### src/rtl/mips_multicycle_control_if.sv
// Control/status bundle between the multi-cycle MIPS controller and its datapath.
// The master side is the controller; the slave side is the datapath (IR, ALU, memory, register file).
interface mips_multicycle_control_if;
  logic [5:0] Opcode;
  logic [5:0] Funct;
  logic       ZeroOut;
  logic       MemReady;
  logic [3:0] ALUControl;
  logic       ALUSrcA;
  logic [1:0] ALUSrcB;
  logic [1:0] PCSource;
  logic       PCWrite;
  logic       IorD;
  logic       MemRead;
  logic       MemWrite;
  logic       IRWrite;
  logic       RegDst;
  logic       MemtoReg;
  logic       RegWrite;
  logic       Illegal;
  logic [3:0] State;

  modport master (
    input  Opcode, Funct, ZeroOut, MemReady,
    output ALUControl, ALUSrcA, ALUSrcB, PCSource, PCWrite, IorD,
           MemRead, MemWrite, IRWrite, RegDst, MemtoReg, RegWrite,
           Illegal, State
  );

  modport slave (
    output Opcode, Funct, ZeroOut, MemReady,
    input  ALUControl, ALUSrcA, ALUSrcB, PCSource, PCWrite, IorD,
           MemRead, MemWrite, IRWrite, RegDst, MemtoReg, RegWrite,
           Illegal, State
  );
endinterface

### src/rtl/mips_multicycle_control.sv
// Multi-cycle MIPS main controller: Moore FSM sequencing fetch/decode/execute/memory/writeback,
// with memory accesses stalled on MemReady and beq resolved from the ALU zero flag.
module mips_multicycle_control #(
  parameter logic [3:0] ALU_ADD = 4'b0010,
  parameter logic [3:0] ALU_SUB = 4'b0110,
  parameter logic [3:0] ALU_SLT = 4'b0111
) (
  input  logic                        clk,
  input  logic                        rst_n,
  mips_multicycle_control_if.master   bus
);

  typedef enum logic [3:0] {
    S_FETCH  = 4'd0,
    S_DECODE = 4'd1,
    S_MEMADR = 4'd2,
    S_MEMRD  = 4'd3,
    S_MEMWB  = 4'd4,
    S_MEMWR  = 4'd5,
    S_RTEXEC = 4'd6,
    S_RTWB   = 4'd7,
    S_BRANCH = 4'd8,
    S_IEXEC  = 4'd9,
    S_IWB    = 4'd10,
    S_JUMP   = 4'd11
  } state_e;

  localparam logic [5:0] OP_RTYPE = 6'b000000;
  localparam logic [5:0] OP_LW    = 6'b100011;
  localparam logic [5:0] OP_SW    = 6'b101011;
  localparam logic [5:0] OP_BEQ   = 6'b000100;
  localparam logic [5:0] OP_ADDI  = 6'b001000;
  localparam logic [5:0] OP_ADDIU = 6'b001001;
  localparam logic [5:0] OP_J     = 6'b000010;

  localparam logic [5:0] FN_ADD   = 6'b100000;
  localparam logic [5:0] FN_ADDU  = 6'b100001;
  localparam logic [5:0] FN_SLT   = 6'b101010;

  state_e     state_q, state_d;
  logic       illegal_q, illegal_d;
  logic [3:0] rtOp_q, rtOp_d;

  always_ff @(posedge clk or negedge rst_n) begin
    if (!rst_n) begin
      state_q   <= S_FETCH;
      illegal_q <= 1'b0;
      rtOp_q    <= ALU_ADD;
    end else begin
      state_q   <= state_d;
      illegal_q <= illegal_d;
      rtOp_q    <= rtOp_d;
    end
  end

  always_comb begin
    state_d        = state_q;
    illegal_d      = illegal_q;
    rtOp_d         = rtOp_q;
    bus.ALUControl = ALU_ADD;
    bus.ALUSrcA    = 1'b0;
    bus.ALUSrcB    = 2'b00;
    bus.PCSource   = 2'b00;
    bus.PCWrite    = 1'b0;
    bus.IorD       = 1'b0;
    bus.MemRead    = 1'b0;
    bus.MemWrite   = 1'b0;
    bus.IRWrite    = 1'b0;
    bus.RegDst     = 1'b0;
    bus.MemtoReg   = 1'b0;
    bus.RegWrite   = 1'b0;

    case (state_q)
      // PC+4 is computed and written in the same cycle the instruction arrives.
      S_FETCH: begin
        bus.MemRead = 1'b1;
        bus.ALUSrcB = 2'b01;
        bus.IRWrite = bus.MemReady;
        bus.PCWrite = bus.MemReady;
        if (bus.MemReady) state_d = S_DECODE;
      end

      // ALUOut speculatively receives the branch target; the R-type op is latched here
      // so RTEXEC does not depend on Funct decoding timing.
      S_DECODE: begin
        bus.ALUSrcB = 2'b11;
        case (bus.Opcode)
          OP_LW, OP_SW:      state_d = S_MEMADR;
          OP_BEQ:            state_d = S_BRANCH;
          OP_ADDI, OP_ADDIU: state_d = S_IEXEC;
          OP_J:              state_d = S_JUMP;
          OP_RTYPE: begin
            if (bus.Funct == FN_ADD || bus.Funct == FN_ADDU) begin
              rtOp_d  = ALU_ADD;
              state_d = S_RTEXEC;
            end else if (bus.Funct == FN_SLT) begin
              rtOp_d  = ALU_SLT;
              state_d = S_RTEXEC;
            end else begin
              illegal_d = 1'b1;
              state_d   = S_FETCH;
            end
          end
          default: begin
            illegal_d = 1'b1;
            state_d   = S_FETCH;
          end
        endcase
      end

      S_MEMADR: begin
        bus.ALUSrcA = 1'b1;
        bus.ALUSrcB = 2'b10;
        if (bus.Opcode == OP_SW) state_d = S_MEMWR;
        else                     state_d = S_MEMRD;
      end

      S_MEMRD: begin
        bus.MemRead = 1'b1;
        bus.IorD    = 1'b1;
        if (bus.MemReady) state_d = S_MEMWB;
      end

      S_MEMWB: begin
        bus.RegWrite = 1'b1;
        bus.MemtoReg = 1'b1;
        state_d      = S_FETCH;
      end

      S_MEMWR: begin
        bus.MemWrite = 1'b1;
        bus.IorD     = 1'b1;
        if (bus.MemReady) state_d = S_FETCH;
      end

      S_RTEXEC: begin
        bus.ALUSrcA    = 1'b1;
        bus.ALUControl = rtOp_q;
        state_d        = S_RTWB;
      end

      S_RTWB: begin
        bus.RegWrite = 1'b1;
        bus.RegDst   = 1'b1;
        state_d      = S_FETCH;
      end

      // ZeroOut is valid only while the ALU subtracts, so the PC load is gated in this cycle.
      S_BRANCH: begin
        bus.ALUSrcA    = 1'b1;
        bus.ALUControl = ALU_SUB;
        bus.PCSource   = 2'b01;
        bus.PCWrite    = bus.ZeroOut;
        state_d        = S_FETCH;
      end

      S_IEXEC: begin
        bus.ALUSrcA = 1'b1;
        bus.ALUSrcB = 2'b10;
        state_d     = S_IWB;
      end

      S_IWB: begin
        bus.RegWrite = 1'b1;
        state_d      = S_FETCH;
      end

      S_JUMP: begin
        bus.PCSource = 2'b10;
        bus.PCWrite  = 1'b1;
        state_d      = S_FETCH;
      end

      default: state_d = S_FETCH;
    endcase
  end

  assign bus.State   = state_q;
  assign bus.Illegal = illegal_q;

endmodule

### src/flat_wrapper.sv
// flat-port wrapper written by rule: the top's interface ports become plain ports
module mips_multicycle_control_flat 
#(
  parameter logic [3:0] ALU_ADD = 4'b0010,
  parameter logic [3:0] ALU_SUB = 4'b0110,
  parameter logic [3:0] ALU_SLT = 4'b0111
)
  (clk, rst_n, bus_Opcode, bus_Funct, bus_ZeroOut, bus_MemReady, bus_ALUControl, bus_ALUSrcA, bus_ALUSrcB, bus_PCSource, bus_PCWrite, bus_IorD, bus_MemRead, bus_MemWrite, bus_IRWrite, bus_RegDst, bus_MemtoReg, bus_RegWrite, bus_Illegal, bus_State);
  mips_multicycle_control_if bus_i ();
  input  logic clk;
  input  logic rst_n;
  input wire logic [$bits(bus_i.Opcode)-1:0] bus_Opcode;
  input wire logic [$bits(bus_i.Funct)-1:0] bus_Funct;
  input wire logic [$bits(bus_i.ZeroOut)-1:0] bus_ZeroOut;
  input wire logic [$bits(bus_i.MemReady)-1:0] bus_MemReady;
  output wire logic [$bits(bus_i.ALUControl)-1:0] bus_ALUControl;
  output wire logic [$bits(bus_i.ALUSrcA)-1:0] bus_ALUSrcA;
  output wire logic [$bits(bus_i.ALUSrcB)-1:0] bus_ALUSrcB;
  output wire logic [$bits(bus_i.PCSource)-1:0] bus_PCSource;
  output wire logic [$bits(bus_i.PCWrite)-1:0] bus_PCWrite;
  output wire logic [$bits(bus_i.IorD)-1:0] bus_IorD;
  output wire logic [$bits(bus_i.MemRead)-1:0] bus_MemRead;
  output wire logic [$bits(bus_i.MemWrite)-1:0] bus_MemWrite;
  output wire logic [$bits(bus_i.IRWrite)-1:0] bus_IRWrite;
  output wire logic [$bits(bus_i.RegDst)-1:0] bus_RegDst;
  output wire logic [$bits(bus_i.MemtoReg)-1:0] bus_MemtoReg;
  output wire logic [$bits(bus_i.RegWrite)-1:0] bus_RegWrite;
  output wire logic [$bits(bus_i.Illegal)-1:0] bus_Illegal;
  output wire logic [$bits(bus_i.State)-1:0] bus_State;
  assign bus_i.Opcode = bus_Opcode;
  assign bus_i.Funct = bus_Funct;
  assign bus_i.ZeroOut = bus_ZeroOut;
  assign bus_i.MemReady = bus_MemReady;
  assign bus_ALUControl = bus_i.ALUControl;
  assign bus_ALUSrcA = bus_i.ALUSrcA;
  assign bus_ALUSrcB = bus_i.ALUSrcB;
  assign bus_PCSource = bus_i.PCSource;
  assign bus_PCWrite = bus_i.PCWrite;
  assign bus_IorD = bus_i.IorD;
  assign bus_MemRead = bus_i.MemRead;
  assign bus_MemWrite = bus_i.MemWrite;
  assign bus_IRWrite = bus_i.IRWrite;
  assign bus_RegDst = bus_i.RegDst;
  assign bus_MemtoReg = bus_i.MemtoReg;
  assign bus_RegWrite = bus_i.RegWrite;
  assign bus_Illegal = bus_i.Illegal;
  assign bus_State = bus_i.State;
  mips_multicycle_control #(.ALU_ADD(ALU_ADD), .ALU_SUB(ALU_SUB), .ALU_SLT(ALU_SLT)) u_core (.clk(clk), .rst_n(rst_n), .bus(bus_i));
endmodule
### config.mk
export PLATFORM = sky130hd
export DESIGN_NAME = mips_multicycle_control_flat
export DESIGN_NICKNAME = d
export VERILOG_FILES = /design/src/rtl/mips_multicycle_control_if.sv /design/src/rtl/mips_multicycle_control.sv /design/src/flat_wrapper.sv
export SDC_FILE = /design/constraint.sdc
export NUM_CORES = 1
export LEC_CHECK = 0
export CAP_MARGIN = 0
export CORE_MARGIN = 8
export CORE_UTILIZATION = 36
export CTS_BUF_LIST = sky130_fd_sc_hd__clkbuf_8
export DETAILED_ROUTE_END_ITERATION = 8
export GPL_ROUTABILITY_DRIVEN = 0
export GPL_TIMING_DRIVEN = 0
export PLACE_DENSITY_LB_ADDON = 0.15
export SYNTH_ARGS = -nofsm -noshare
export SYNTH_HDL_FRONTEND = slang
export SYNTH_SLANG_ARGS = --single-unit
### constraint.sdc
create_clock -name clk -period 1.3 [get_ports clk]
set_input_delay 0.195 -clock clk [delete_from_list [all_inputs] [get_ports clk]]
set_output_delay 0.195 -clock clk [all_outputs]
set_load 0.1 [all_outputs]
==> results of run 1 <==
==> metrics by stage <==
stage                     setup slack, ps  TNS [ps]
after floorplan                     -1119    -10670
after global placement              -1198    -20490
after detailed placement            -1241    -20960
after CTS                          -463.1     -6436
==> what timing repair did <==
item,in CTS
pin swaps,19
endpoints found under the setup margin,26
resized for setup,211
setup buffers,16
==> cell usage after synthesis (2+ instances only) <==
cell type | instances | area (sq um)
nor2_1 | 11 | 41.29
nand2_1 | 9 | 33.78
nor3_1 | 7 | 35.03
dfrtp_1 | 6 | 150.1
o21ai_0 | 5 | 25.02
a21oi_1 | 3 | 15.01
nand2b_1 | 3 | 18.77
nand3_1 | 3 | 15.01
nor2b_1 | 3 | 18.77
a211o_1 | 2 | 17.52
a21o_1 | 2 | 15.01
and3_1 | 2 | 12.51
buf_4 | 2 | 15.01
buf_6 | 2 | 22.52
clkbuf_1 | 2 | 7.510
conb_1 | 2 | 7.510
inv_1 | 2 | 7.510
nor3b_1 | 2 | 15.01
o211ai_1 | 2 | 15.01
or2_2 | 2 | 12.51
==> cells by family after synthesis <==
kind of cell	Yosys count	synth area share [%]
and+or+nand+nor	52	40.18
AOI/OAI and AO/OA	22	24.39
buffers and inverters	10	9.122
DFF	6	21.05
muxes	2	2.982
other	2	1.053
xor gates and xnor gates	1	1.228
==> impl_metrics.yaml, run 1 <==
cts:
  cts_made_buffers: 3
  cts_hold_buf: 0
  clockRootBuffer: "clkbuf_8"
  clock_sinks: 6
  htreeDepth: 1
  cts.path.max_buffers: 2
place:
  port_buffers: 34
  dpl.hpwl_um: 1867
  post_dp_cell_area_sq_um: 1356
  post-place-cells: 156
yosys:
  async_flop_share_pct: 100.0
  yosysWarningCount: 0
  syn_area_sq_um: 713.2
  synthCells: 95
  postSynthNetCount: 111
  synth.avg_cell_area_sq_um: 7.507
  ys.flop_type: "dfrtp_1"
  synth-seq-cells: 6
  synth_edf_count: 0
  synth.distinct_cells: 43
  synth_seq_area_share_pct: 21.05
sta:
  worstEpCategory: "output port"
  worstEndpointGrtRepair: "bus_ALUControl[2]"
floorplan:
  top_level_ports: 38
  die_h_um: 60.51
  rows: 16
  floorplan.initialDensity_pct: 37.11
  die_w_um: 60.51
run_status:
  haltStage: "5_1_grt"
  tool.error: "[ERROR DPL-0038] Utilization greater than 100%, impossible to legalize"
  status: "aborted with a tool error"
global_route:
  grt_max_degree: 11
==> run 2: changes to the inputs <==
--- a/config.mk
+++ b/config.mk
@@ -6,10 +6,9 @@
 export NUM_CORES = 1
 export LEC_CHECK = 0
 export CAP_MARGIN = 0
-export CORE_MARGIN = 8
-export CORE_UTILIZATION = 36
-export CTS_BUF_LIST = sky130_fd_sc_hd__clkbuf_8
+export CORE_AREA = 8 8 69 71
 export DETAILED_ROUTE_END_ITERATION = 8
+export DIE_AREA = 0 0 77 79
 export GPL_ROUTABILITY_DRIVEN = 0
 export GPL_TIMING_DRIVEN = 0
 export PLACE_DENSITY_LB_ADDON = 0.15
==> constraint.sdc (replaced) <==
create_clock -name clk -period 1.7 [get_ports clk]
set_input_delay 0.255 -clock clk [delete_from_list [all_inputs] [get_ports clk]]
set_output_delay 0.255 -clock clk [all_outputs]
set_load 0.1 [all_outputs]
==> run 2 against run 1 <==
The flow now finishes, with violations (negative setup slack). Synthesized cell count unchanged. Synthesized area unchanged.
==> impl_metrics.yaml, run 2 <==
floorplan:
  rows: 23
  top_level_ports: 38
  placeableCoreArea_sq_um: 3799
  die_w_um: 77
  floorplan.initialDensity_pct: 18.77
  die_h_um: 79
  die_area_sq_um: 6083
yosys:
  synth_seq_area_share_pct: 21.05
  yosys.area_share.simple_pct: 40.18
  synth_compound_area_share_pct: 24.39
  synth_top_area_share_pct: 21.05
  synth_fa_ha_area_share_pct: 0
  synthTopCellsByCount: "nor2_1 (11), nand2_1 (9), nor3_1 (7), dfrtp_1 (6), o21ai_0 (5)"
  synth_edf_count: 0
  yosysWarningCount: 0
  synth_top_family_by_area: "simple AND/OR/NAND/NOR gates"
  ys.flop_type: "dfrtp_1"
  synth.distinct_cells: 43
  postSynthNetCount: 111
  synth-seq-cells: 6
  syn_area_sq_um: 713.2
  yosys.area.top_type: "dfrtp_1"
  synth_xor_area_share_pct: 1.228
  muxShareOfSynthArea_pct: 2.982
  synth.avg_cell_area_sq_um: 7.507
  yosysMostFrequentCell: "nor2_1"
  ys_top_cells_by_area: "dfrtp_1 (21%), nor2_1 (5.8%), nor3_1 (4.9%)"
  synthCells: 95
  async_flop_share_pct: 100.0
worst_setup_path:
  ff2ff_path_depth: 5
  r2r-end: "u_core.rtOp_q[0]"
  crit_required_ps: 1440
  reg2reg_slack_ps: 80
  crit_arrival_ps: 1550
  cp-end-kind: "primary output"
  startpoint_type: "flop"
  crit_fanout: 5
  r2r-start: "u_core.bus.State[1]"
  crit_type: "reg -> out"
cts:
  htreeDepth: 1
  clockRootBuffer: "clkbuf_8"
  cts_hold_buf: 0
  clk_latency_ps: 220
  clock_sinks: 6
  cts_made_buffers: 3
  clk_pin_slew_ps: 40
  cts.path.max_buffers: 2
  cts_tree: "done"
sta:
  rsz0062_at_grt: "true"
  slew_viol_final: 0
  final.setup_skew_ps: 1.123
  hold_ws_ps: 271.4
  setup_viol: 3
  hold_viol: 0
  finalCritPeriodShare_pct: 106.2
  slew_headroom_pct: 36.65
  fmax_mhz: 553.8
  post-route-min-period_ps: 1806
  worst_pin_slew_ps: 953.9
  setup_ws_ps: -105.9
pwr:
  peakVddDrop_v: 0.0005435
  p_leak_nw: 0.7273
  power_mw: 3.493
  power.density_nw_per_um2: 1941
min_path:
  min_path_type: "in -> async"
global_route:
  grt_max_degree: 11
  grt_pass1_wl_um: 4422
  grt_pass1_vias: 946
  grtUsageTotal_pct: 8.732
  gr-total-overflow: 0
  antenna_found_initial: 0
cells_and_area:
  syn_to_final_growth_pct: 152.3
  final_common_cell: "buf_4"
  nets: 169
  layout.cells.non_filler: 201
  utilization_pct: 47.37
  n_fill_cell: 375
  stdcell_area_sq_um: 1799
  largest_register_ffs: 4
  diodes: 0
  final_cell_mix: "buf_4 (14), buf_12 (12), clkdlybuf4s50_1 (9)"
  drive_gt1_share_pct: 60.26
route:
  dr.pass1.iters: 4
  drtIter0Drc: 16
  drtAntennaViolNets: 0
  wl_per_cell_um: 13.58
  viasPerCell: 4.433
  wirelength_um: 2729
  vias: 891
  drc_errors: 0
run_status:
  status: "finished with violations"
  violations: "negative setup slack"
place:
  port_buffers: 34
  dpl.hpwl_um: 2074
  post_dp_cell_area_sq_um: 1378
  post-place-cells: 179
flow_run:
  max_cap_viol_count: 0
[run 2: cell counts after synthesis]
Identical to the previous run, type by type.
[run 2: what timing repair did]
item | CTS | global route
resized for setup | 147 | 19
pin swaps | 7 | 7
setup endpoints to repair | 21 | 17
gates cloned | 1 | 0
setup buffers | 10 | 8
[run 2: how the worst max path moves through the flow]
stage,start,end,slack [ps],depth (start not counted)
2_1_floorplan,u_core.bus.State[2],bus_PCWrite,-780,5
3_3_place_gp,bus_MemReady,bus_PCWrite,-920,5
3_5_place_dp,bus_MemReady,bus_PCWrite,-940,5
4_1_cts,u_core.bus.State[2],bus_PCWrite,-120,6
5_1_grt,u_core.bus.State[1],bus_ALUControl[2],-140,6
6_report,u_core.bus.State[1],bus_ALUControl[2],-110,6
[run 2: report_power, final]
part | leakage (nW) | total [mW] | switching (mW) | internal [mW]
clock network | 0.0216 | 0.209 | 0.0570 | 0.152
registers | 0.0694 | 0.262 | 0.0663 | 0.196
logic | 0.636 | 3.02 | 1.81 | 1.21
[run 2: kinds of logic (layout without fill, tap and decap cells)]
group / count (synthesis) / count (layout)
buffers and inverters: 10 / 66
AOI/OAI and AO/OA: 22 / 22
xor gates and xnor gates: 1 / 1
other: 2 / 2
DFF: 6 / 6
muxes: 2 / 2
and+or+nand+nor: 52 / 52
[run 2: worst max-delay path: stages, from the launching register on]
cell	delay [ps]
dfrtp_4	520
buf_12	160
clkinv_8	40
nor2_4	30
and3_4	180
or2_4	240
buf_12	160
[run 2: area by class of cell]
cell class,instances,area (sq um),area share [%]
plain buffers,8,126.4,7.024
clock buffers,3,41.29,2.295
inverters,2,22.52,1.252
multi-input cells,79,721.9,40.13
flip-flops and latches,6,165.2,9.179
well taps,50,62.56,3.477
repair buffers,53,659.4,36.65
[run 2: per-stage QoR]
stage          setup WS (ps)  TNS, ps
6_report              -105.9   -221.5
5_1_grt               -142.2   -621.5
4_1_cts               -124.6   -514.9
3_5_place_dp          -936.8   -12550
3_3_place_gp          -920.8   -12420
2_1_floorplan         -778.6    -4589
[run 2: per-layer routing]
layer	vias to the layer above	GRT usage (%)	part of all wire [%]
li1	453	-	-
met1	410	9.319	40
met2	26	15.97	54
met3	2	2.370	5.3
met4	0	3.585	0.70
met5	-	0	0
Note: power is estimated with default switching activity, not from simulation.
==> run 3: changes to the inputs <==
--- a/config.mk
+++ b/config.mk
@@ -7,6 +7,7 @@
 export LEC_CHECK = 0
 export CAP_MARGIN = 0
 export CORE_AREA = 8 8 69 71
+export CTS_BUF_LIST = sky130_fd_sc_hd__clkbuf_4 sky130_fd_sc_hd__clkbuf_8
 export DETAILED_ROUTE_END_ITERATION = 8
 export DIE_AREA = 0 0 77 79
 export GPL_ROUTABILITY_DRIVEN = 0
==> results of run 3 <==
Final layout, timing and power as in run 2 (identical DEF).
==> run 4: changes to the inputs <==
--- a/config.mk
+++ b/config.mk
@@ -12,6 +12,7 @@
 export DIE_AREA = 0 0 77 79
 export GPL_ROUTABILITY_DRIVEN = 0
 export GPL_TIMING_DRIVEN = 0
+export MAX_ROUTING_LAYER = met4
 export PLACE_DENSITY_LB_ADDON = 0.15
 export SYNTH_ARGS = -nofsm -noshare
 export SYNTH_HDL_FRONTEND = slang
==> run 4 against run 3 <==
The flow still finishes with violations (negative setup slack). First-iteration DRC count unchanged. Utilization unchanged. Design area unchanged. Hold slack is the same. Clock power barely moved. Critical path type unchanged. Critical endpoint unchanged.
==> impl_metrics.yaml, run 4 (synthesized netlist as in run 2, its figures left out) <==
cts:
  clock_sinks: 6
  cts.path.max_buffers: 2
  clk_latency_ps: 220
  cts_made_buffers: 3
  cts_tree: "done"
  clk_pin_slew_ps: 40
  htreeDepth: 1
  clockRootBuffer: "clkbuf_8"
route:
  drtIter0Drc: 16
  drtAntennaViolNets: 0
  dr.pass1.iters: 4
  wl_per_cell_um: 13.58
  vias: 891
  viasPerCell: 4.433
  drc_errors: 0
  wirelength_um: 2729
worst_setup_path:
  crit_fanout: 5
  crit_required_ps: 1440
  startpoint_type: "flop"
  cp-end-kind: "primary output"
  r2r-start: "u_core.bus.State[1]"
  ff2ff_path_depth: 5
  critPathLaunch: "u_core.bus.State[1]"
  crit_type: "reg -> out"
  crit_arrival_ps: 1550
pwr:
  pwr-share-comb_pct: 86.5
  pwr-share-seq_pct: 7.5
  p_leak_nw: 0.7273
  p_sw_share_pct: 55.44
  power.density_nw_per_um2: 1941
  power_mw: 3.493
  clkPwrFrac_pct: 6.0
  p_sw_mw: 1.937
  peakVddDrop_v: 0.0005435
  p_int_mw: 1.556
cells_and_area:
  n_fill_cell: 375
  diodes: 0
  syn_to_final_growth_pct: 152.3
  stdcell_area_sq_um: 1799
  drive_gt1_share_pct: 60.26
  final_common_cell: "buf_4"
  nets: 169
  final_cell_mix: "buf_4 (14), buf_12 (12), clkdlybuf4s50_1 (9)"
  largest_register_ffs: 4
place:
  dpl.hpwl_um: 2074
  post_dp_cell_area_sq_um: 1378
  port_buffers: 34
  post-place-ws_ps: -936.8
sta:
  slew_headroom_pct: 36.65
  final.setup_skew_ps: 1.123
  worst_pin_slew_ps: 953.9
  setup_viol: 3
  rsz0062_at_grt: "true"
  setup_ws_ps: -105.9
  post-route-min-period_ps: 1806
  setup_tns_ps: -221.5
  finalCritPeriodShare_pct: 106.2
  fmax_mhz: 553.8
  slew_viol_final: 0
  hold_viol: 0
run_status:
  violations: "negative setup slack"
  status: "finished with violations"
global_route:
  grt_pass1_vias: 948
  antenna_found_initial: 0
  grtUsageTotal_pct: 8.938
  grt_pass1_wl_um: 4402
  gr-total-overflow: 0
  grt_max_degree: 11
floorplan:
  die_area_sq_um: 6083
  die_w_um: 77
  rows: 23
  die_h_um: 79
  top_level_ports: 38
  placeableCoreArea_sq_um: 3799
  floorplan.initialDensity_pct: 18.77
min_path:
  min_path_type: "in -> async"
flow_run:
  max_cap_viol_count: 0
## run 4: cell counts in the layout (fill, tap and decap cells not counted)
No cell type changed its count.
## run 4: path summary, 6_finish.rpt
check | end | slack [ps]
worst max-delay path | bus_ALUControl[2] | -110
worst min-delay path | u_core.bus.State[0] | 270
worst max register to register | u_core.rtOp_q[0] | 80
worst min register to register | u_core.bus.Illegal | 450
max in group asynchronous | u_core.bus.State[2] | 1200
min in group clk | u_core.bus.State[1] | 450
## run 4: area by class of cell
class | instances | area (sq um) | area share [%]
plain buffers | 8 | 126.4 | 7.024
clock buffers | 3 | 41.29 | 2.295
inverters | 2 | 22.52 | 1.252
multi-input cells | 79 | 721.9 | 40.13
flip-flops and latches | 6 | 165.2 | 9.179
well taps | 50 | 62.56 | 3.477
repair buffers | 53 | 659.4 | 36.65
## run 4: worst max-delay path, cell delays in order, from the launching register on
cell and delay (ps):
dfrtp_4 520, buf_12 160, clkinv_8 40, nor2_4 30, and3_4 180, or2_4 240
buf_12 160
## run 4: layer usage
metal  part of all wire [%]  GRT usage, %  vias to the layer above
li1                       -             -                      453
met1                     41         9.650                      410
met2                     54         16.06                       26
met3                    3.8         1.467                        2
met4                   0.70         3.585                        0
met5                      0             -                        -
## run 4: repair_timing
action                                  in CTS  in global routing
buffers inserted                            10                  8
cloned                                       1                  0
pin swaps                                    7                  7
hold buffers                                 0                  0
hold endpoints to repair                     0                  0
resized for setup                          147                 19
endpoints found under the setup margin      21                 17
## run 4: power groups by stage
stage	Sequential, mW	Combinational, mW	Clock, mW
after floorplan	0.471	1.72	0
after global placement	0.255	2.36	0
after detailed placement	0.254	2.37	0
after CTS	0.267	2.86	0.213
after global routing	0.269	3.15	0.226
final	0.262	3.02	0.209
## run 4: metrics by stage
step | util, % | hold WS [ps] | std cells
2_1_floorplan | - | -40.59 | 95
3_3_place_gp | 36.26 | 446.1 | 179
3_5_place_dp | 36.26 | 451.9 | 179
4_1_cts | 43.91 | 280.1 | 193
5_1_grt | 47.37 | 286.5 | 201
6_report | 47.37 | 271.4 | 201
